`src/rtl/move_event_gen_pkg.sv`:
```
// Shared definitions for the move event generator: FSM state encoding and
// the direction channel indices used by the player logic.
package move_event_gen_pkg;

  typedef enum logic [1:0] {
    IDLE        = 2'd0,
    HOLD_DELAY  = 2'd1,
    HOLD_REPEAT = 2'd2,
    WAIT_REL    = 2'd3
  } state_t;

  localparam int LEFT  = 0;
  localparam int DOWN  = 1;
  localparam int UP    = 2;
  localparam int RIGHT = 3;

endpackage

```
`src/rtl/move_event_gen_sync_edge_n.sv`:
```
// Two-flop synchroniser for a bundle of asynchronous inputs plus a registered
// rising-edge detector for the level vector derived from them.
// The edge detector is held "all previously high" until the synchroniser has
// refilled after reset, so a key held through reset never looks like a new
// press; it has to be released and pressed again.
module sync_edge_n #(
  parameter int                SYNC_W   = 8,
  parameter int                EDGE_W   = 4,
  parameter logic [SYNC_W-1:0] SYNC_RST = '0
) (
  input  logic              clk,
  input  logic              rstn,
  input  logic [SYNC_W-1:0] din,
  output logic [SYNC_W-1:0] sync,
  input  logic [EDGE_W-1:0] lvl,
  output logic [EDGE_W-1:0] rise
);

  logic [SYNC_W-1:0] meta;
  logic [1:0]        settle;
  logic [EDGE_W-1:0] lvl_q;

  // Two-stage synchroniser, resetting to the released state of each input
  always_ff @(posedge clk or negedge rstn) begin
    if (!rstn) begin
      meta <= SYNC_RST;
      sync <= SYNC_RST;
    end else begin
      meta <= din;
      sync <= meta;
    end
  end

  // Previous-level register, masked high until the synchroniser output is trustworthy
  always_ff @(posedge clk or negedge rstn) begin
    if (!rstn) begin
      settle <= 2'b00;
      lvl_q  <= '1;
    end else begin
      settle <= {settle[0], 1'b1};
      lvl_q  <= settle[1] ? lvl : '1;
    end
  end

  assign rise = lvl & ~lvl_q;

endmodule

```
`src/rtl/move_event_gen.sv`:
```
// Merges keyboard levels and active-low buttons into a stream of one-hot
// move events with hold-to-repeat, delivered through a one-entry
// valid/ready buffer. Events that arrive while the buffer is blocked are
// counted in a saturating drop counter.
module move_event_gen
  import move_event_gen_pkg::*;
#(
  parameter int N_CH          = 4,
  parameter int CNT_W         = 16,
  parameter int REPEAT_DELAY  = 500,
  parameter int REPEAT_PERIOD = 100,
  parameter int REPEAT_EN     = 1,
  parameter int DROP_W        = 8
) (
  input  logic              clk,
  input  logic              rstn,
  input  logic              tick_en,
  input  logic [N_CH-1:0]   kbd_in,
  input  logic [N_CH-1:0]   btn_in,
  input  logic [N_CH-1:0]   ch_mask,
  output logic              evt_valid,
  output logic [N_CH-1:0]   evt_dir,
  input  logic              evt_ready,
  output logic              active,
  output logic [DROP_W-1:0] drop_cnt
);

  localparam int CH_W = (N_CH > 1) ? $clog2(N_CH) : 1;
  localparam state_t HOLD_ENTRY = (REPEAT_EN != 0) ? HOLD_DELAY : WAIT_REL;

  logic [2*N_CH-1:0] sync_all;
  logic [N_CH-1:0]   kbd_sync, btn_sync, lvl, new_press, other_press, cur_onehot;
  logic [CH_W-1:0]   cur_ch, next_ch, sel_ch;
  logic [CNT_W-1:0]  cnt, cnt_adv, cnt_next;
  state_t            state, next_state;
  logic              emit, accept;

  sync_edge_n #(
    .SYNC_W   (2*N_CH),
    .EDGE_W   (N_CH),
    .SYNC_RST ({{N_CH{1'b1}}, {N_CH{1'b0}}})
  ) u_sync (
    .clk  (clk),
    .rstn (rstn),
    .din  ({btn_in, kbd_in}),
    .sync (sync_all),
    .lvl  (lvl),
    .rise (new_press)
  );

  assign kbd_sync    = sync_all[N_CH-1:0];
  assign btn_sync    = sync_all[2*N_CH-1:N_CH];
  assign lvl         = (kbd_sync | ~btn_sync) & ch_mask;
  assign cur_onehot  = N_CH'(1) << cur_ch;
  assign other_press = new_press & ~((state == IDLE) ? '0 : cur_onehot);
  assign cnt_adv     = (tick_en && (cnt != '1)) ? cnt + CNT_W'(1) : cnt;
  assign accept      = evt_valid & evt_ready;
  assign active      = (state != IDLE);

  // Lowest-index priority encoder over presses not already being tracked
  always_comb begin
    sel_ch = '0;
    for (int i = N_CH - 1; i >= 0; i--) begin
      if (other_press[i]) sel_ch = CH_W'(i);
    end
  end

  // Next-state logic: new press wins, then release, then delay/period expiry
  always_comb begin
    next_state = state;
    next_ch    = cur_ch;
    cnt_next   = cnt;
    emit       = 1'b0;
    if (|other_press) begin
      next_ch    = sel_ch;
      next_state = HOLD_ENTRY;
      cnt_next   = '0;
      emit       = 1'b1;
    end else if (state == IDLE) begin
      cnt_next = '0;
    end else if (!lvl[cur_ch]) begin
      next_state = IDLE;
      cnt_next   = '0;
    end else begin
      case (state)
        HOLD_DELAY: begin
          cnt_next = cnt_adv;
          if (cnt_adv >= CNT_W'(REPEAT_DELAY)) begin
            next_state = HOLD_REPEAT;
            cnt_next   = '0;
            emit       = 1'b1;
          end
        end
        HOLD_REPEAT: begin
          cnt_next = cnt_adv;
          if (cnt_adv >= CNT_W'(REPEAT_PERIOD)) begin
            cnt_next = '0;
            emit     = 1'b1;
          end
        end
        default: cnt_next = '0;
      endcase
    end
  end

  // FSM state, tracked channel and tick counter registers
  always_ff @(posedge clk or negedge rstn) begin
    if (!rstn) begin
      state  <= IDLE;
      cur_ch <= '0;
      cnt    <= '0;
    end else begin
      state  <= next_state;
      cur_ch <= next_ch;
      cnt    <= cnt_next;
    end
  end

  // One-entry event buffer: load when free or draining, otherwise count a drop
  always_ff @(posedge clk or negedge rstn) begin
    if (!rstn) begin
      evt_valid <= 1'b0;
      evt_dir   <= '0;
      drop_cnt  <= '0;
    end else if (emit && (!evt_valid || accept)) begin
      evt_valid <= 1'b1;
      evt_dir   <= N_CH'(1) << next_ch;
    end else if (emit) begin
      if (drop_cnt != '1) drop_cnt <= drop_cnt + DROP_W'(1);
    end else if (accept) begin
      evt_valid <= 1'b0;
      evt_dir   <= '0;
    end
  end

endmodule

```
`config.mk`:
```
export PLATFORM = sky130hd
export DESIGN_NAME = move_event_gen
export DESIGN_NICKNAME = d
export VERILOG_FILES = /design/src/rtl/move_event_gen_pkg.sv /design/src/rtl/move_event_gen_sync_edge_n.sv /design/src/rtl/move_event_gen.sv
export SDC_FILE = /design/constraint.sdc
export NUM_CORES = 1
export LEC_CHECK = 0
export ABC_AREA = 1
export CAP_MARGIN = 40
export CELL_PAD_IN_SITES_DETAIL_PLACEMENT = 0
export CELL_PAD_IN_SITES_GLOBAL_PLACEMENT = 2
export CORE_MARGIN = 4
export CORE_UTILIZATION = 33
export CTS_BUF_LIST = sky130_fd_sc_hd__clkbuf_16
export CTS_CLUSTER_DIAMETER = 80
export DETAILED_ROUTE_END_ITERATION = 16
export PLACE_DENSITY = 0.79
export SYNTH_ARGS = -nofsm -noshare
export SYNTH_HDL_FRONTEND = slang
export SYNTH_SLANG_ARGS = --single-unit
```
`constraint.sdc`:
```
create_clock -name clk -period 2.6 [get_ports clk]
set_clock_uncertainty 0.15 [all_clocks]
set_input_delay 0.39 -clock clk [delete_from_list [all_inputs] [get_ports clk]]
set_output_delay 0.39 -clock clk [all_outputs]
set_load 0.05 [all_outputs]
```
# ---- Yosys cells after proc, flatten, opt, wreduce, memory -nomap -nowiden
# Index checks and enable logic that the tools add are counted.
dict set report op_classes {
  n_addsub 2
  n_reduce_logical 11
  n_mux 33
  bitwise_logic 9
  n_lt_le_gt_ge 3
  shifts 2
  n_eq_ne 8
}
# operator count
set ops {}
lappend ops {{2-to-1 mux 16 bit} 6}
lappend ops {{case mux 16 bit (2 select lines)} 1}
lappend ops {{2-to-1 mux 2 bit} 10}
lappend ops {{2-to-1 mux 4 bit} 5}
lappend ops {{adder 16 x 1 -> 16 bit (second input constant)} 1}
lappend ops {{greater-or-equal comparator 16 x 7 -> 1 bit (second input constant)} 1}
lappend ops {{greater-or-equal comparator 16 x 9 -> 1 bit (second input constant)} 1}
lappend ops {{!= test 16 bit (second input constant)} 1}
lappend ops {{bitwise AND 4 bit} 3}
lappend ops {{inverter 4 bit} 3}
lappend ops {{2-to-1 mux 1 bit} 9}
lappend ops {{adder 8 x 1 -> 8 bit (second input constant)} 1}
lappend ops {{!= test 8 bit (second input constant)} 1}
lappend ops {{<< shifter 1 x 2 -> 4 bit (first input constant)} 2}
lappend ops {{!= test 3 x 2 -> 1 bit (second input constant)} 2}
lappend ops {{AND reduction 3 bit} 2}
lappend ops {{OR 4 bit} 1}
lappend ops {{nonzero test 2 bit} 2}
lappend ops {{OR reduction 4 bit} 1}
lappend ops {{< comparator 2 x 3 -> 1 bit (second input constant)} 1}
lappend ops {{binary-select mux 1 bit (select 2 bit)} 1}
lappend ops {{equality test 2 x 1 -> 1 bit (second input constant)} 1}
lappend ops {{equality test 2 bit (second input constant)} 1}
lappend ops {{logical AND 1 bit} 2}
lappend ops {{other kinds (9)} 9}
dict set report word_totals {
  reg_bits 55
  output_inout_bits 14
  word_cells 78
  inputBits 16
}

# ---- Logic depth before layout (Yosys ltp)
dict set report logic_depth {
  ltp_word 12
  ltp_mapped 20
  mapped_depth_nobuf 20
}

# ---- By module
# From an unflattened synthesis, not the netlist that was laid out.
dict set report unflattened {
  cells_unflattened 372
  hier_area_um2 2910.3
}
# mod cells_per_inst instances area_per_inst_um2
set modules_own_cells {}
lappend modules_own_cells {move_event_gen 337 1 2285.9}
lappend modules_own_cells {sync_edge_n 35 1 624.3}

# ---- Worst setup path before layout
# No wires, ideal clock.
dict set report synth_path {
  path_type {register to register}
  from {register cnt[0]}
  to {register evt_dir[0]}
  t_required_ns 2.330
  arrival_time_ns 2.114
  path_slack_ns 0.216
  path_stages_with_launch 19
  period_less_slack_ns 2.384
  cell_sequence {dfrtp_1 > ha_1 > nand2_1 > nor2_2 > nand2_4 > nor2_2 > nor2_2 > buf_6 > o21ai_1 > nand3_2 > nor2_4 > nand2_1 > nand2_1 > nand2_1 > nand2_2 > nand2_4 > buf_6 > nand4_1 > nand2_1}
}
dict set report synth_via {
  elab_chain_cells 12
  elab_cells_between_ends 17
  cone_classes {add/sub: 1; order compare: 2; eq/ne: 2; mux: 8; reduce/logical: 4}
}
# item line
set synth_rtl {}
lappend synth_rtl {{start, declared} move_event_gen.sv:34} ;# logic [CNT_W-1:0] cnt, cnt_adv, cnt_next;
lappend synth_rtl {{start signal, assigned} move_event_gen.sv:115} ;# cnt <= cnt_next;
lappend synth_rtl {{branches (longest 2 deep; another with adder 16 x 1 -> 16 bit)} -}
lappend synth_rtl {{2-to-1 mux 16 bit *} move_event_gen.sv:56} ;# assign cnt_adv = (tick_en && (cnt != '1)) ? cnt + CNT_W'(1) : cnt;
lappend synth_rtl {{greater-or-equal comparator 16 x 7 -> 1 bit or greater-or-equal comparator 16 x 9 -> 1 bit (tied branches)} {move_event_gen.sv:96, move_event_gen.sv:88}}
lappend synth_rtl {{2-to-1 mux 1 bit, on equally long branches} {move_event_gen.sv:96, move_event_gen.sv:88}}
lappend synth_rtl {{case mux 1 bit (2 select lines) *} move_event_gen.sv:85} ;# case (state)
lappend synth_rtl {{2-to-1 mux 1 bit *} move_event_gen.sv:81} ;# end else if (!lvl[cur_ch]) begin
lappend synth_rtl {{2-to-1 mux 1 bit *} move_event_gen.sv:79} ;# end else if (state == IDLE) begin
lappend synth_rtl {{2-to-1 mux 1 bit *} move_event_gen.sv:74} ;# if (|other_press) begin
lappend synth_rtl {{logical AND 1 bit} move_event_gen.sv:125} ;# end else if (emit && (!evt_valid || accept)) begin
lappend synth_rtl {{!= test 2 x 1 -> 1 bit (no source line) or nonzero test 2 bit (tied branches)} -}
lappend synth_rtl {{AND reduction 2 bit (no source line)} -}
lappend synth_rtl {{end signal, assigned} move_event_gen.sv:127} ;# evt_dir <= N_CH'(1) << next_ch;
lappend synth_rtl {{end, declared} move_event_gen.sv:22} ;# output logic [N_CH-1:0] evt_dir,
# Every way passes the cells marked *.
# A chain may end at the register's enable or synchronous reset.

# ---- Final worst setup path
dict set report layout_path {
  from {register cnt[1]}
  to {register drop_cnt[7]}
}
dict set report layout_via {
  elab_chain_cells 12
  elab_cells_between_ends 15
  cone_classes {add/sub: 1; order compare: 2; eq/ne: 1; mux: 7; bitwise: 1; reduce/logical: 3}
}
# item line
set layout_rtl {}
lappend layout_rtl {{branches (longest 2 deep; another with adder 16 x 1 -> 16 bit)} -}
lappend layout_rtl {{2-to-1 mux 16 bit *} move_event_gen.sv:56}
lappend layout_rtl {{greater-or-equal comparator 16 x 7 -> 1 bit or greater-or-equal comparator 16 x 9 -> 1 bit (tied branches)} {move_event_gen.sv:96, move_event_gen.sv:88}}
lappend layout_rtl {{2-to-1 mux 1 bit, on equally long branches} {move_event_gen.sv:96, move_event_gen.sv:88}}
lappend layout_rtl {{case mux 1 bit (2 select lines) *} move_event_gen.sv:85}
lappend layout_rtl {{2-to-1 mux 1 bit *} move_event_gen.sv:81}
lappend layout_rtl {{2-to-1 mux 1 bit *} move_event_gen.sv:79}
lappend layout_rtl {{2-to-1 mux 1 bit *} move_event_gen.sv:74}
lappend layout_rtl {{logical AND 1 bit} move_event_gen.sv:125}
lappend layout_rtl {{inverter 1 bit (no source line)} -}
lappend layout_rtl {{AND reduction 3 bit (no source line) *} -}
lappend layout_rtl {{end signal, assigned} move_event_gen.sv:129} ;# if (drop_cnt != '1) drop_cnt <= drop_cnt + DROP_W'(1);
lappend layout_rtl {{end, declared} move_event_gen.sv:25} ;# output logic [DROP_W-1:0] drop_cnt
# Marked as above.

==> qor.yml <==
htreeDepth: 2
rsz0062_at_grt: "true"
finalMaxSlewViolations: 0
detail_route.wl_per_cell_um: 12.17
syn_inst: 349
fp.dieH_um: 100.7
overflow: 0
slew-limit-headroom_pct: 45.84
p_leak_uw: 0.001808
postCtsHoldBufs: 0
clkTransAtPathRegs_ns: 0.08
drive_above_1_share_pct: 25.59
ys_seq_elements: 55
diodes: 0
reg2reg_to: "drop_cnt[7]"
cts.sink_count: 55
drc: 0
setup_violations: 0
start_kind: "flip-flop"
final_util_pct: 46.48
ff2ff_path_depth: 21
crit_top_cell: "nand2_2"
crit_fanout: 8
ir_drop_uv: 609.6
crit_arrival_ns: 2.57
vias_per_cell: 4.596
finalWirelength_um: 6416
avgSynthCellArea_um2: 8.117
yosysWarnings: 0
grt_pass1_wl_um: 10970
finalHoldViolCount: 0
antenna_found_initial: 0
crit_path_end_kind: "flip-flop"
fin_cells: 527
cts_root_buffer: "clkbuf_16"
vias: 2422
grt_max_degree: 38
die_w_um: 100.7
cts_buffers: 5
drt_iter0_markers: 68
post-dp-hpwl_um: 4772
cp_slowest_cell: "dfrtp_1"
cts_tree: "done"
design.die.area_um2: 10130
met2_wirelength_um: 3209
ys_types: 29
drv_cap: 0
pin_count: 30
coreArea_um2: 8299
syn_area_um2: 2833
status: "finished, final reports clean"
fin_crit_sh_pct: 97.34
ys_seq_area_share_pct: 49.12
clk_path_buf_depth: 2
worstPathRequired_ns: 2.64
min_path_type: "input pin to asynchronous set/reset pin"
tightestPinTransition_ns: 0.8124
dr_wl_met3_um: 168
nFillCells: 813
placement.io_buffers: 29
reg2reg_slack_ns: 0.07
grt_usage_pct: 13.55
final.min_clock_period_ns: 2.531
slowest_delay_ns: 0.40
fmax_mhz: 395.1
syn_to_final_growth_pct: 36.17
path_cells: "ha_4 -> nand2_4 -> nor2_4 -> nand2_4 -> nor2_4 -> nor2_4 -> buf_6 -> nand2_2 -> nand2_2 -> inv_2 -> nand2_2 -> nor2_2 -> nand2_2 -> nand2_2 -> nand2_1 -> nand2_1 -> nand2_2 -> nand2_4 -> nand3_4 -> nand2_2 -> nand2_2"
layout.nets: 442
r2r-start: "cnt[1]"
dp_cells: 513
powerDensity_nw_per_um2: 710.1
fp-row-count: 33
highest_layer: "met4"
routabilityCongestion: 0.7940
path_class: "flip-flop to flip-flop"
antenna_left: 0
start_util_pct: 34.13
drt_first_pass_iters: 4
clk_latency_ns: 0.29
grt_pass1_vias: 2476
wl_met1_um: 2935
## final cells by class
cell class / count / area [µm²] / area share [%]
clock inverter: 3 / 33.78 / 0.8758
multi-input combinational: 251 / 1400 / 36.30
clock buffer: 5 / 125.1 / 3.244
timing repair buffer: 63 / 601.8 / 15.60
inverter: 45 / 168.9 / 4.379
sequential: 55 / 1396 / 36.20
tap: 105 / 131.4 / 3.406
## sequential cells by signal, indices dropped and copies added (netlist names)
register and flops:
u_sync.settle 2, u_sync.sync 8, state 2, u_sync.meta 8
cnt 16, drop_cnt 8, evt_dir 4, u_sync.lvl_q 4
cur_ch 2, evt_valid 1
## cell families after synthesis
family | count (synthesis) | share of synthesized area [%]
buffers and inverters | 49 | 7.420
AOI/OAI and AO/OA | 20 | 4.240
and+or+nand+nor | 206 | 33.04
xor gates and xnor gates | 12 | 3.710
adders and majority gates | 5 | 2.208
other | 2 | 0.2651
DFF | 55 | 49.12
## cell usage in the layout, fill, tap and decap left out
cell,netlist,routed
nor2_2,3,5
nor3b_1,1,1
nor2_1,37,30
nand2_1,102,85
o21ai_0,11,8
a211oi_1,1,1
conb_1,2,8
nor4_1,1,1
or2_2,1,1
clkinv_8,0,1
nand3_4,0,3
o21bai_1,1,1
xor2_1,12,12
buf_2,0,1
clkbuf_16,0,5
nor2_4,2,7
ha_1,5,4
dfrtp_2,0,4
o21ai_1,1,4
nand3_2,3,2
buf_6,3,7
buf_4,1,25
dfstp_2,12,12
o21ai_4,0,1
a311oi_1,3,3
nand3_1,27,25
ha_4,0,1
nand4_1,19,19
inv_2,2,3
clkinv_4,0,1
nand2_2,5,21
a21oi_1,2,1
nand2_4,2,3
buf_12,0,3
inv_6,0,1
dfrtp_1,43,39
inv_1,43,42
clkdlybuf4s50_1,0,27
nor3_1,3,3
a21oi_2,0,1
## what timing repair did
action | CTS | global route
setup buffers | 0 | 7
resized for setup | 5 | 51
pin swaps | 3 | 18
setup endpoints to repair | 10 | 24
## worst max-delay path, delay by kind of cell (launching register included)
family,cells,cell delay (ns)
AND/OR/NAND/NOR,18,1.50
adder cells (fa/ha/maj),1,0.18
flip-flops,1,0.40
buffers and inverters,2,0.19
## power by group
group          leakage (µW)  total [µW]  switching (µW)  internal [µW]
Sequential         0.000665        1060            89.0            970
Combinational       0.00107         985             637            348
Clock             0.0000772         695             324            371
Total               0.00181        2740            1050           1690
## layer usage
| layer | GRT usage [%] | up-vias |
|---|---|---|
| li1 | - | 1249 |
| met4 | 4.560 | 0 |
| met5 | 0 | - |
| met1 | 16.62 | 1131 |
| met3 | 2.491 | 9 |
| met2 | 23.80 | 33 |
## worst max-delay path by stage
stage                  from           to  cells past startpoint
CTS                  cnt[0]   evt_dir[0]                     20
floorplan            cnt[0]   evt_dir[0]                     18
detailed placement  tick_en  drop_cnt[6]                     17
global placement    tick_en  drop_cnt[0]                     17
global route         cnt[1]  drop_cnt[7]                     21
finish               cnt[1]  drop_cnt[7]                     21
## metrics by stage
stage | setup slack [ns] | hold slack, ns | TNS (ns) | area (µm²) | total power [µW]
detailed placement | -0.1017 | 0.1865 | -1.275 | 3463 | 2007
global route | -0.1305 | 0.09064 | -1.397 | 3857 | 2922
finish | 0.06904 | 0.03108 | 0 | 3857 | 2739
global placement | -0.05884 | 0.1833 | -0.4226 | 3463 | 2009
floorplan | 0.2163 | -0.05559 | 0 | 2855 | 1674
CTS | 0.004903 | 0.05830 | 0 | 3640 | 2727
## synth_stat cells
library cell  instances  area (µm²)
a211oi_1              1       7.510
buf_4                 1       7.510
nor2_1               37       138.9
nor2_2                3       18.77
nand3_2               3       30.03
a21oi_1               2       10.01
o21bai_1              1       7.510
dfstp_2              12       315.3
o21ai_0              11       55.05
xor2_1               12       105.1
inv_1                43       161.4
nand2_1             102       382.9
inv_2                 2       7.510
nand2_4               2       22.52
ha_1                  5       62.56
nand4_1              19       118.9
o21ai_1               1       5.000
nand2_2               5       31.28
buf_6                 3       33.78
or2_2                 1       6.260
nor2_4                2       22.52
o21ai_2               1       8.760
a311oi_1              3       26.28
nor3b_1               1       7.510
nor3_1                3       15.01
dfrtp_1              43        1076
nand3_1              27       135.1
conb_1                2       7.510
nor4_1                1       6.260
(Power assumes the default switching activity.)
